--- src/rtl/wb_master_bus_fsm.sv ---
// Wishbone B4 classic single-transfer initiator.
// One core request becomes one Wishbone cycle, with a bus timeout.
module wb_master_bus_fsm #(
    parameter int ADDR_W = 32,
    parameter int DATA_W = 32,
    parameter int SEL_W  = DATA_W / 8,
    parameter int TMO_W  = 8
) (
    input  logic              clk,
    input  logic              reset,
    input  logic              req_valid,
    input  logic              req_we,
    input  logic [ADDR_W-1:0] req_addr,
    input  logic [DATA_W-1:0] req_wdata,
    input  logic [SEL_W-1:0]  req_sel,
    output logic              req_ready,
    output logic              rsp_valid,
    output logic [DATA_W-1:0] rsp_rdata,
    output logic              rsp_err,
    output logic              wb_cyc_o,
    output logic              wb_stb_o,
    output logic              wb_we_o,
    output logic [ADDR_W-1:0] wb_adr_o,
    output logic [DATA_W-1:0] wb_dat_o,
    output logic [SEL_W-1:0]  wb_sel_o,
    input  logic [DATA_W-1:0] wb_dat_i,
    input  logic              wb_ack_i,
    input  logic              wb_err_i
);

    typedef enum logic [1:0] {
        IDLE = 2'd0,
        BUS  = 2'd1,
        RESP = 2'd2
    } state_t;

    localparam logic [TMO_W-1:0] TMO_MAX = '1;

    state_t              state_q, state_d;
    logic                cyc_q, cyc_d;
    logic                we_q, we_d;
    logic [ADDR_W-1:0]   adr_q, adr_d;
    logic [DATA_W-1:0]   dat_q, dat_d;
    logic [SEL_W-1:0]    sel_q, sel_d;
    logic [DATA_W-1:0]   rdata_q, rdata_d;
    logic                err_q, err_d;
    logic [TMO_W-1:0]    cnt_q, cnt_d;

    // State and bus/response registers; reset drops the cycle at once
    always_ff @(posedge clk or posedge reset) begin
        if (reset) begin
            state_q <= IDLE;
            cyc_q   <= 1'b0;
            we_q    <= 1'b0;
            adr_q   <= '0;
            dat_q   <= '0;
            sel_q   <= '0;
            rdata_q <= '0;
            err_q   <= 1'b0;
            cnt_q   <= '0;
        end else begin
            state_q <= state_d;
            cyc_q   <= cyc_d;
            we_q    <= we_d;
            adr_q   <= adr_d;
            dat_q   <= dat_d;
            sel_q   <= sel_d;
            rdata_q <= rdata_d;
            err_q   <= err_d;
            cnt_q   <= cnt_d;
        end
    end

    // Next state: accept in IDLE, wait for err/ack/timeout in BUS
    always_comb begin
        state_d = state_q;
        cyc_d   = cyc_q;
        we_d    = we_q;
        adr_d   = adr_q;
        dat_d   = dat_q;
        sel_d   = sel_q;
        rdata_d = rdata_q;
        err_d   = err_q;
        cnt_d   = cnt_q;
        unique case (state_q)
            IDLE: begin
                if (req_valid) begin
                    we_d    = req_we;
                    adr_d   = req_addr;
                    dat_d   = req_wdata;
                    sel_d   = req_sel;
                    cyc_d   = 1'b1;
                    cnt_d   = '0;
                    state_d = BUS;
                end
            end
            BUS: begin
                if (wb_err_i) begin
                    err_d   = 1'b1;
                    rdata_d = '0;
                    cyc_d   = 1'b0;
                    we_d    = 1'b0;
                    state_d = RESP;
                end else if (wb_ack_i) begin
                    err_d   = 1'b0;
                    rdata_d = we_q ? '0 : wb_dat_i;
                    cyc_d   = 1'b0;
                    we_d    = 1'b0;
                    state_d = RESP;
                end else if (cnt_q == TMO_MAX) begin
                    err_d   = 1'b1;
                    rdata_d = '0;
                    cyc_d   = 1'b0;
                    we_d    = 1'b0;
                    state_d = RESP;
                end else begin
                    cnt_d = cnt_q + 1'b1;
                end
            end
            RESP: begin
                state_d = IDLE;
            end
            default: begin
                state_d = IDLE;
                cyc_d   = 1'b0;
                we_d    = 1'b0;
            end
        endcase
    end

    assign req_ready = (state_q == IDLE);
    assign rsp_valid = (state_q == RESP);
    assign rsp_rdata = rdata_q;
    assign rsp_err   = err_q;
    assign wb_cyc_o  = cyc_q;
    assign wb_stb_o  = cyc_q;
    assign wb_we_o   = we_q;
    assign wb_adr_o  = adr_q;
    assign wb_dat_o  = dat_q;
    assign wb_sel_o  = sel_q;

endmodule

--- config.mk ---
export PLATFORM = sky130hd
export DESIGN_NAME = wb_master_bus_fsm
export DESIGN_NICKNAME = d
export VERILOG_FILES = /design/src/rtl/wb_master_bus_fsm.sv
export SDC_FILE = /design/constraint.sdc
export NUM_CORES = 1
export LEC_CHECK = 0
export CAP_MARGIN = 20
export CORE_MARGIN = 3
export CORE_UTILIZATION = 30
export DETAILED_ROUTE_END_ITERATION = 8
export DONT_BUFFER_PORTS = 1
export SLEW_MARGIN = 40
export SYNTH_ARGS = -nofsm -noshare
export SYNTH_HDL_FRONTEND = slang
export SYNTH_SLANG_ARGS = --single-unit
--- constraint.sdc ---
create_clock -name clk -period 4.3 [get_ports clk]
set_input_delay 0.86 -clock clk [delete_from_list [all_inputs] [get_ports clk]]
set_output_delay 0.86 -clock clk [all_outputs]
set_load 0.005 [all_outputs]
==> reports/metrics.csv, run 1 <==
stage,metric,value,unit
clock_network,cts_setup_buffers,0,
critical_path,path_max_fanout,45,
placement,port_buffers,0,
clock_network,h-tree-depth,4,
sta,tightest_slew,0.782,ns
layout,antennaDiodeCount,0,
floorplan,die_area,16800,sq um
floorplan,die_w,129,um
floorplan,io_pins,212,
critical_path,setup.worst_path.start,req_valid,
yosys,syn_nets,456,
sta,maxSlewViolCount,0,
layout,nNetsFinal,461,
yosys,syn_inst,349,
critical_path,r2r-start,state_q[1],
critical_path,reg2regPathDepth,4,
critical_path,r2r_slack,2.09,ns
yosys,ys_dominant_reg_cell,dfrtp_1,
power_and_ir_drop,power.density,662,nW/um^2
placement,dp_hpwl,6660,um
yosys,synth.distinct_cells,28,
sta,fmaxAchievable,0.444,GHz
sta,setup_violations,0,
clock_network,clk_pin_slew_worst_paths,0.05,ns
route,vias_per_cell,4.69,
layout,fillCellCount,1401,
sta,period_share,0.524,
global_route,grt_max_degree,82,
clock_network,clock-sinks,113,
floorplan,die_h,129,um
critical_path,path_cells,nor2b_1 -> nor2b_4 -> buf_12 -> mux2_2,
critical_path,cpPeakStageDelay,0.69,ns
clock_network,cts_root_buf,clkbuf_16,
yosys,synth_seq_area_share,0.619,
clock_network,cts_tree,done,
route,drt_iter0_markers,97,
critical_path,crit_arrival,2.53,ns
layout,seqCellArea,2830,sq um
sta,finClkSkew,0.00489,ns
yosys,synth_largest_area_cell,dfrtp_1,
global_route,grt_overflow_total,0,
route,vias,2586,
route,firstDrtPassIters,4,
yosys,ys_top_cells_by_area,"dfrtp_1 (62%), mux2_2 (17%), mux2i_1 (7.4%), nand2_1 (3.0%), inv_1 (3.0%)",
yosys,synth_most_common_cell,dfrtp_1,
yosys,synth_top_cell_area_share,0.619,
clock_network,cts_resized,0,
placement,place_congestion,0.743,
critical_path,startpoint_type,input port,
power_and_ir_drop,p_leak,2.44,nW
layout,area_growth,16.7,%
critical_path,worst_r2r_endpoint,wb_adr_o[12],
critical_path,cp_slowest_cell,nor2b_4,
floorplan,initial_core_util,0.311,
floorplan,core_area,14700,sq um
clock_network,ctsHoldBuffers,0,
run,maxCapViolCount,0,
sta,finalHoldViolCount,0,
critical_path,cp_top_family,simple AND/OR/NAND/NOR gates,
sta,post-route-min-period,2.25,ns
sta,relSlewSlack,0.478,
yosys,ys_warn_count,0,
yosys,synth_edf_count,0,
critical_path,path_buf_inv,1,
min_path,hold_class,in -> async,
route,drc,0,
floorplan,rows,44,
critical_path,crit_required,4.58,ns
yosys,synth.avg_cell_area,13.1,sq um
global_route,grt_first_pass_wirelength,14100,um
critical_path,criticalPathCategory,in -> reg,
layout,multi_input_area,1530,sq um
global_route,track_usage,0.111,
route,wl,9460,um
yosys,async_reset_ff_frac,1.00,
clock_network,ctsLongestPathBuffers,2,
yosys,yosys_register_bits,113,
sta,tns,0,ns
global_route,grt_antenna_before_repair,0,
sta,fin_hold_ws,0.452,ns
sta,rsz0062_at_grt,false,
route,wl_per_cell,17.2,um
run_status,status,completed,
clock_network,clk_latency,0.40,ns
critical_path,endpoint_kind,flip-flop,
power_and_ir_drop,max-vdd-ir-drop,0.256,mV
yosys,netlist_area,4570,sq um
clock_network,cts-buffers-inserted,17,
layout,layout-drive-gt1-share,0.292,
yosys,synthTopCellsByCount,"dfrtp_1 (113), mux2_2 (68), nand2_1 (37)",
global_route,grt_pass1_vias,2687,
route,ant_nets,0,
-- per-stage QoR --
step / total power (W) / setup slack (ns) / instances / utilization / instance area, sq um
2_1_floorplan: 0.00207 / 0.453 / 349 / - / 4570
3_3_place_gp: 0.00220 / 1.66 / 519 / 0.324 / 4760
3_5_place_dp: 0.00224 / 1.61 / 519 / 0.324 / 4770
4_1_cts: 0.00360 / 2.02 / 551 / 0.363 / 5330
5_1_grt: 0.00373 / 1.88 / 551 / 0.363 / 5330
6_report: 0.00353 / 2.05 / 551 / 0.363 / 5330
-- how the worst max path moves through the flow --
stage | end | cells past startpoint
floorplan | cnt_q[0] | 1
global placement | wb_dat_o[7] | 4
detailed placement | wb_adr_o[12] | 4
CTS | wb_adr_o[12] | 4
global route | wb_adr_o[12] | 4
finish | wb_adr_o[12] | 4
-- logic make-up (layout without fill, tap and decap cells) --
| family | count (synthesis) | in the layout | share of synthesized area |
|---|---|---|---|
| flip-flops | 113 | 113 | 0.619 |
| AND/OR/NAND/NOR | 59 | 59 | 0.0578 |
| multiplexers | 102 | 102 | 0.242 |
| AO/OA/AOI/OAI | 20 | 20 | 0.0276 |
| adder cells (fa/ha/maj) | 1 | 1 | 0.00274 |
| buffers and inverters | 54 | 72 | 0.0512 |
-- per-layer routing --
layer,track usage,routed length [um]
met4,0.0428,118
met1,0.120,3570
met2,0.182,4860
met3,0.0639,915
met5,0,0
-- state kept, by name, indices dropped and copies added, names as in the netlist --
| name | flops |
|---|---|
| state_q | 2 |
| rsp_err | 1 |
| rsp_rdata | 32 |
| wb_sel_o | 4 |
| wb_cyc_o | 1 |
| wb_we_o | 1 |
| wb_adr_o | 32 |
| cnt_q | 8 |
| wb_dat_o | 32 |
-- cell usage in the layout, fill, tap and decap left out, types with 3 or more instances in the layout --
cell type    n
a31oi_1      5
mux2_2      68
nand2b_1     3
dfrtp_1    113
clkinv_2     6
nor2b_1      3
nand3_1      3
clkbuf_1     3
inv_1       35
mux2i_1     34
buf_4        3
o21ai_0      4
a21oi_1      5
nand2_1     36
nor2_1       4
clkbuf_16   17
-- final cells by class --
| cell class | instances | area share |
|---|---|---|
| flip-flops and latches | 113 | 0.530 |
| multi-input cells | 182 | 0.287 |
| clock buffers | 21 | 0.0844 |
| well taps | 184 | 0.0432 |
| inverters | 36 | 0.0263 |
| clock inverters | 11 | 0.0213 |
| repair buffers | 4 | 0.00798 |
-- where the power goes --
part	total (W)	switching [W]	leakage [nW]	internal, W
clock	0.00133	0.000467	0.276	0.000860
sequential	0.00168	0.000282	1.39	0.00140
combinational	0.000525	0.000228	0.767	0.000297
total	0.00353	0.000977	2.44	0.00255
Note: power is estimated with default switching activity, not from simulation.
==> run 2, diff against run 1 <==
Clock period 4.3 ns to 2.1 ns, I/O delays scaled along.
==> run 2 against run 1 <==
Flip-flop and latch count unchanged. Routed wire length down 1.4%. Register-to-register slack got worse by 1.8 ns. Count of clock-buffer cells in the layout decreased by 1. Final cell count increased by 0.18%. Core utilization increased by 0.48 points. First-iteration DRC count rose by 18%. Global-route usage about the same. Die area unchanged. Largest cell class unchanged. Highest routed layer unchanged.
==> reports/metrics.csv, run 2 (synthesis gave the netlist of run 1 again) <==
stage,metric,value,unit,change
floorplan,core_area,14700,sq um,unchanged
route,routedLengthMet1,3520,um,-1.4%
global_route,grt_overflow_total,0,,unchanged
route,drt_iter0_markers,114,,+18%
power_and_ir_drop,finalPower,0.00740,W,+110%
clock_network,ctsHoldBuffers,0,,unchanged
global_route,grt_max_degree,114,,+39%
global_route,grt_first_pass_wirelength,14100,um,-0.30%
sta,fmaxAchievable,0.562,GHz,
sta,tns,0,ns,unchanged
critical_path,path_max_fanout,9,,-80%
power_and_ir_drop,p_leak,2.46,nW,+0.88%
critical_path,endpoint_kind,flip-flop,,
critical_path,worst_r2r_endpoint,cnt_q[2],,
layout,final_common_cell,dfrtp_1,,
layout,antennaDiodeCount,0,,unchanged
power_and_ir_drop,max-vdd-ir-drop,0.528,mV,+110%
critical_path,criticalPathCategory,reg -> reg,,
sta,maxSlewViolCount,0,,unchanged
floorplan,die_area,16800,sq um,unchanged
route,ant_nets,0,,unchanged
layout,nNetsFinal,464,,+0.65%
clock_network,ctsLongestPathBuffers,2,,unchanged
floorplan,initial_core_util,0.311,,unchanged
route,vias,2621,,+1.4%
power_and_ir_drop,power.density,1370,nW/um^2,+110%
layout,fin_area,5400,sq um,+1.3%
critical_path,cp_slowest_cell,dfrtp_1,,
route,wl_per_cell,16.9,um,-1.6%
placement,dp_hpwl,6610,um,-0.85%
critical_path,setup.worst_path.start,cnt_q[0],,
floorplan,rows,44,,unchanged
critical_path,crit_arrival,2.10,ns,-0.43 ns
route,wl,9330,um,-1.4%
route,firstDrtPassIters,4,,unchanged
sta,finalHoldViolCount,0,,unchanged
global_route,grt_pass1_vias,2802,,+4.3%
placement,place_congestion,0.774,,+4.2%
run_status,status,completed,,
route,drc,0,,unchanged
sta,relSlewSlack,0.610,,+0.132
clock_network,h-tree-depth,4,,unchanged
route,vias_per_cell,4.75,,+1.2%
critical_path,reg2regPathDepth,5,,+1
run,maxCapViolCount,0,,unchanged
floorplan,die_h,129,um,unchanged
clock_network,clock-sinks,113,,unchanged
clock_network,cts_resized,0,,unchanged
sta,finClkSkew,0.00815,ns,+0.00325 ns
sta,rsz0062_at_grt,false,,
route,route.met3.wl,1080,um,+18%
clock_network,cts_root_buf,clkbuf_16,,
critical_path,path_cells,ha_1 -> nand3_1 -> o211a_1 -> or2_1 -> a31oi_1,,
placement,placed_area,4810,sq um,+0.87%
layout,area_growth,18.2,%,
route,wl_met2,4550,um,-6.5%
clock_network,cts_tree,done,,
clock_network,clk_pin_slew_worst_paths,0.05,ns,about the same
layout,layout-drive-gt1-share,0.299,,+0.00736
clock_network,cts_setup_buffers,0,,unchanged
min_path,hold_class,in -> async,,
sta,period_share,0.847,,
critical_path,cp-endpoint,cnt_q[2],,
critical_path,startpoint_type,flip-flop,,
sta,post-route-min-period,1.78,ns,
floorplan,io_pins,212,,unchanged
sta,tightest_slew,0.585,ns,-0.197 ns
floorplan,die_w,129,um,unchanged
global_route,grt_antenna_before_repair,0,,unchanged
clock_network,cts-buffers-inserted,17,,unchanged
placement,port_buffers,0,,unchanged
critical_path,r2r-start,cnt_q[0],,
global_route,track_usage,0.111,,-0.000455
critical_path,cpPeakStageDelay,0.38,ns,-0.31 ns
sta,setup_violations,0,,unchanged
layout,final_cell_mix,"dfrtp_1 (113), mux2_2 (68), nand2_1 (36)",,
critical_path,r2r_slack,0.32,ns,-1.77 ns
critical_path,crit_required,2.42,ns,-2.16 ns
clock_network,clk_latency,0.40,ns,about the same
route,routed.top_layer,met4,,
[run 2: changes by cell type in the layout (fill, tap and decap cells not counted), moves of 2 or more]
| cell | previous run | this run |
|---|---|---|
| clkinvlp_4 | 2 | 4 |
| clkbuf_1 | 3 | 1 |
| clkinv_2 | 6 | 3 |
| buf_12 | 1 | 3 |
[run 2: metal layers]
layer	track usage	up-vias
met5	0	-
met4	0.0587	0
met3	0.0651	16
met2	0.168	136
met1	0.123	1285
li1	-	1184
[run 2: critical path, delay by kind of cell, from the launching register on]
kind	cells	cell delay, ns
AOI/OAI and AO/OA	2	0.58
adders and majority gates	1	0.21
DFF	1	0.38
and+or+nand+nor	2	0.53
[run 2: report_power, final]
part / switching (W) / internal, W
registers: 0.000570 / 0.00286
clock network: 0.000958 / 0.00191
logic: 0.000478 / 0.000629
total: 0.00201 / 0.00539
[run 2: worst min-delay path by stage]
stage	startpoint	endpoint	slack (ns)	cells after the start
6_report	reset	rsp_rdata[8]	0.05	2
3_3_place_gp	cnt_q[0]	cnt_q[0]	0.48	1
4_1_cts	reset	rsp_rdata[5]	0.07	2
2_1_floorplan	cnt_q[0]	cnt_q[0]	0.47	1
5_1_grt	reset	state_q[1]	0.08	2
3_5_place_dp	cnt_q[0]	cnt_q[0]	0.50	1
[run 2: layout make-up]
type,count,area [sq um]
Fill cell,1399,9300
Sequential cell,113,2830
Multi-Input combinational cell,182,1520
Clock buffer,20,457
Tap cell,184,230
Inverter,36,139
Clock inverter,10,136
Timing Repair Buffer,7,90.1
[run 2: metrics by stage]
step | util | hold WS (ns) | worst slack [ns] | instances
4_1_cts | 0.368 | 0.0738 | 0.318 | 552
2_1_floorplan | - | 0.471 | 0.309 | 349
3_5_place_dp | 0.327 | 0.500 | 0.343 | 522
5_1_grt | 0.368 | 0.0840 | 0.143 | 552
3_3_place_gp | 0.327 | 0.480 | 0.406 | 522
6_report | 0.368 | 0.0545 | 0.321 | 552
==> edit (config.mk and constraints of run 2) <==
`TMO_W`: 8 -> 6.
--- a/src/rtl/wb_master_bus_fsm.sv
+++ b/src/rtl/wb_master_bus_fsm.sv
@@ -4,7 +4,7 @@
     parameter int ADDR_W = 32,
     parameter int DATA_W = 32,
     parameter int SEL_W  = DATA_W / 8,
-    parameter int TMO_W  = 8
+    parameter int TMO_W  = 6
 ) (
     input  logic              clk,
     input  logic              reset,
Formal check against the unedited RTL: no difference found for any inputs over 4 cycles, from zero or initial values and one cycle with reset high; that may be too few to reach the edited logic, so the function may still have changed.
==> edit against run 2 <==
  * Worst setup slack better by 49 ps
  * Area after synthesis is 3.5% lower
  * Wire length is 2.9% higher
  * Clock power is 41% lower
  * Power is 17% lower
  * Final area is 9.2% lower
  * Die area is 3.3% lower
  * Sequential cell count is 2 lower
  * Critical path type unchanged
  * Critical endpoint is now cnt_q[4]
==> edit: results (changes against run 2) <==
| Metric | Value |
|---|---|
| Critical Path Sink | cnt_q[4] (was cnt_q[2]) |
| DRT Pass-1 Iters | 4 (unchanged) |
| Final clock skew | 6.76 ps (was 8.15 ps) |
| Status | finished, final reports clean (unchanged) |
| Detailed Place HPWL | 6700 um (was 6610 um) |
| VDD IR max | 0.000379 V (was 0.000528 V) |
| First-pass GRT wire length | 15000 um (was 14100 um) |
| 1st-iter DRT viols | 92 (was 114) |
| Bufs on Longest Clock Path | 2 (unchanged) |
| CTS clk-pin slew, worst paths | 70 ps (was 50 ps) |
| Yosys cell types | 26 (was 28) |
| WP data arrival | 1990 ps (was 2100 ps) |
| Seq/Total Area, Yosys | 0.630 (was 0.619) |
| Clk_lat worst skew | 340 ps (was 400 ps) |
| Pre-CTS worst setup slack | 367 ps (was 343 ps) |
| Vias | 2679 (was 2621) |
| Placer Congestion | 0.779 (was 0.774) |
| Number of buffers created by CTS | 9 (was 17) |
| CTS H-tree lvls | 3 (was 4) |
| Synth Area per Inst | 12.8 um^2 (was 13.1 um^2) |
| Leakage power | 2.06 nW (was 2.46 nW) |
| Post-route cell area | 4900 um^2 (was 5400 um^2) |
| PortBufs | 0 (unchanged) |
| Routed wire length | 9600 um (was 9330 um) |
| Layout cell share with drive strength beyond 1 | 0.275 (was 0.299) |
| Achievable Freq | 578 MHz (was 562 MHz) |
| Fillers | 1359 (was 1399) |
| Number of global-route vias before repair | 2838 (was 2802) |
| Largest cells by area after synthesis | dfrtp_1 63%, mux2_2 17%, nand4_1 4.5%, o21ai_0 4.1%, inv_1 3.0% (was dfrtp_1 62%, mux2_2 17%, mux2i_1 7.4%, nand2_1 3.0%, inv_1 3.0%) |
| Total track usage | 0.117 (was 0.111) |
| Placed cell areas | 4610 um^2 (was 4810 um^2) |
| Reg-to-Reg End | cnt_q[4] (was cnt_q[2]) |
| Placed cells | 509 (was 522) |
| Slew headroom | 0.616 (was 0.610) |
| Top cells by instance count after synthesis | 111 x dfrtp_1, 68 x mux2_2, 36 x o21ai_0 (was 113 x dfrtp_1, 68 x mux2_2, 37 x nand2_1) |
| Routed vias/inst | 5.10 (was 4.75) |
| Largest net degree at the start of global routing | 112 (was 114) |
| Core Rows | 43 (was 44) |
| Syn nets | 452 (was 456) |
| Ys Warns | 0 (unchanged) |
==> edit: cell types whose count changed in the layout (fill, tap and decap cells not counted), moves of 3 or more <==
cell and delta:
clkbuf_16 -8, o21ai_0 +32, clkinvlp_4 -3, nand2_1 -30, mux2i_1 -33, nand4_1 +31
buf_4 +3
==> edit: worst min-delay path by stage <==
stage | start | to | slack [ps] | depth (start not counted)
2_1_floorplan | cnt_q[5] | cnt_q[5] | 470 | 1
4_1_cts | reset | wb_adr_o[26] | 130 | 2
5_1_grt | reset | wb_adr_o[22] | 150 | 2
3_5_place_dp | cnt_q[5] | cnt_q[5] | 500 | 1
3_3_place_gp | reset | wb_dat_o[18] | 500 | 2
6_report | reset | wb_adr_o[25] | 110 | 2
==> edit: power by group <==
part	internal (mW)	switching [mW]
sequential	2.82	0.587
combinational	0.578	0.490
clock	0.953	0.740
total	4.35	1.82
==> edit: cells by family after synthesis <==
logic type / after synthesis / share of synthesized area
mux: 69 / 0.176
simple gates: 54 / 0.0703
buf+inv: 60 / 0.0598
fa+ha+maj: 1 / 0.00284
compound gates: 50 / 0.0615
flops: 111 / 0.630
==> edit: area by class of cell <==
type	instances	area share
clock buffer	12	0.0503
clock inverter	4	0.00918
inverter	35	0.0276
multi-input combinational	174	0.282
sequential	111	0.566
tap	180	0.0459
timing repair buffer	9	0.0189
==> edit: routing by layer <==
metal	GRT usage	vias to the layer above	wire length [um]
li1	-	1185	-
met4	0.0637	0	270
met5	0	-	0
met1	0.133	1326	3650
met2	0.186	147	4720
met3	0.0510	21	953
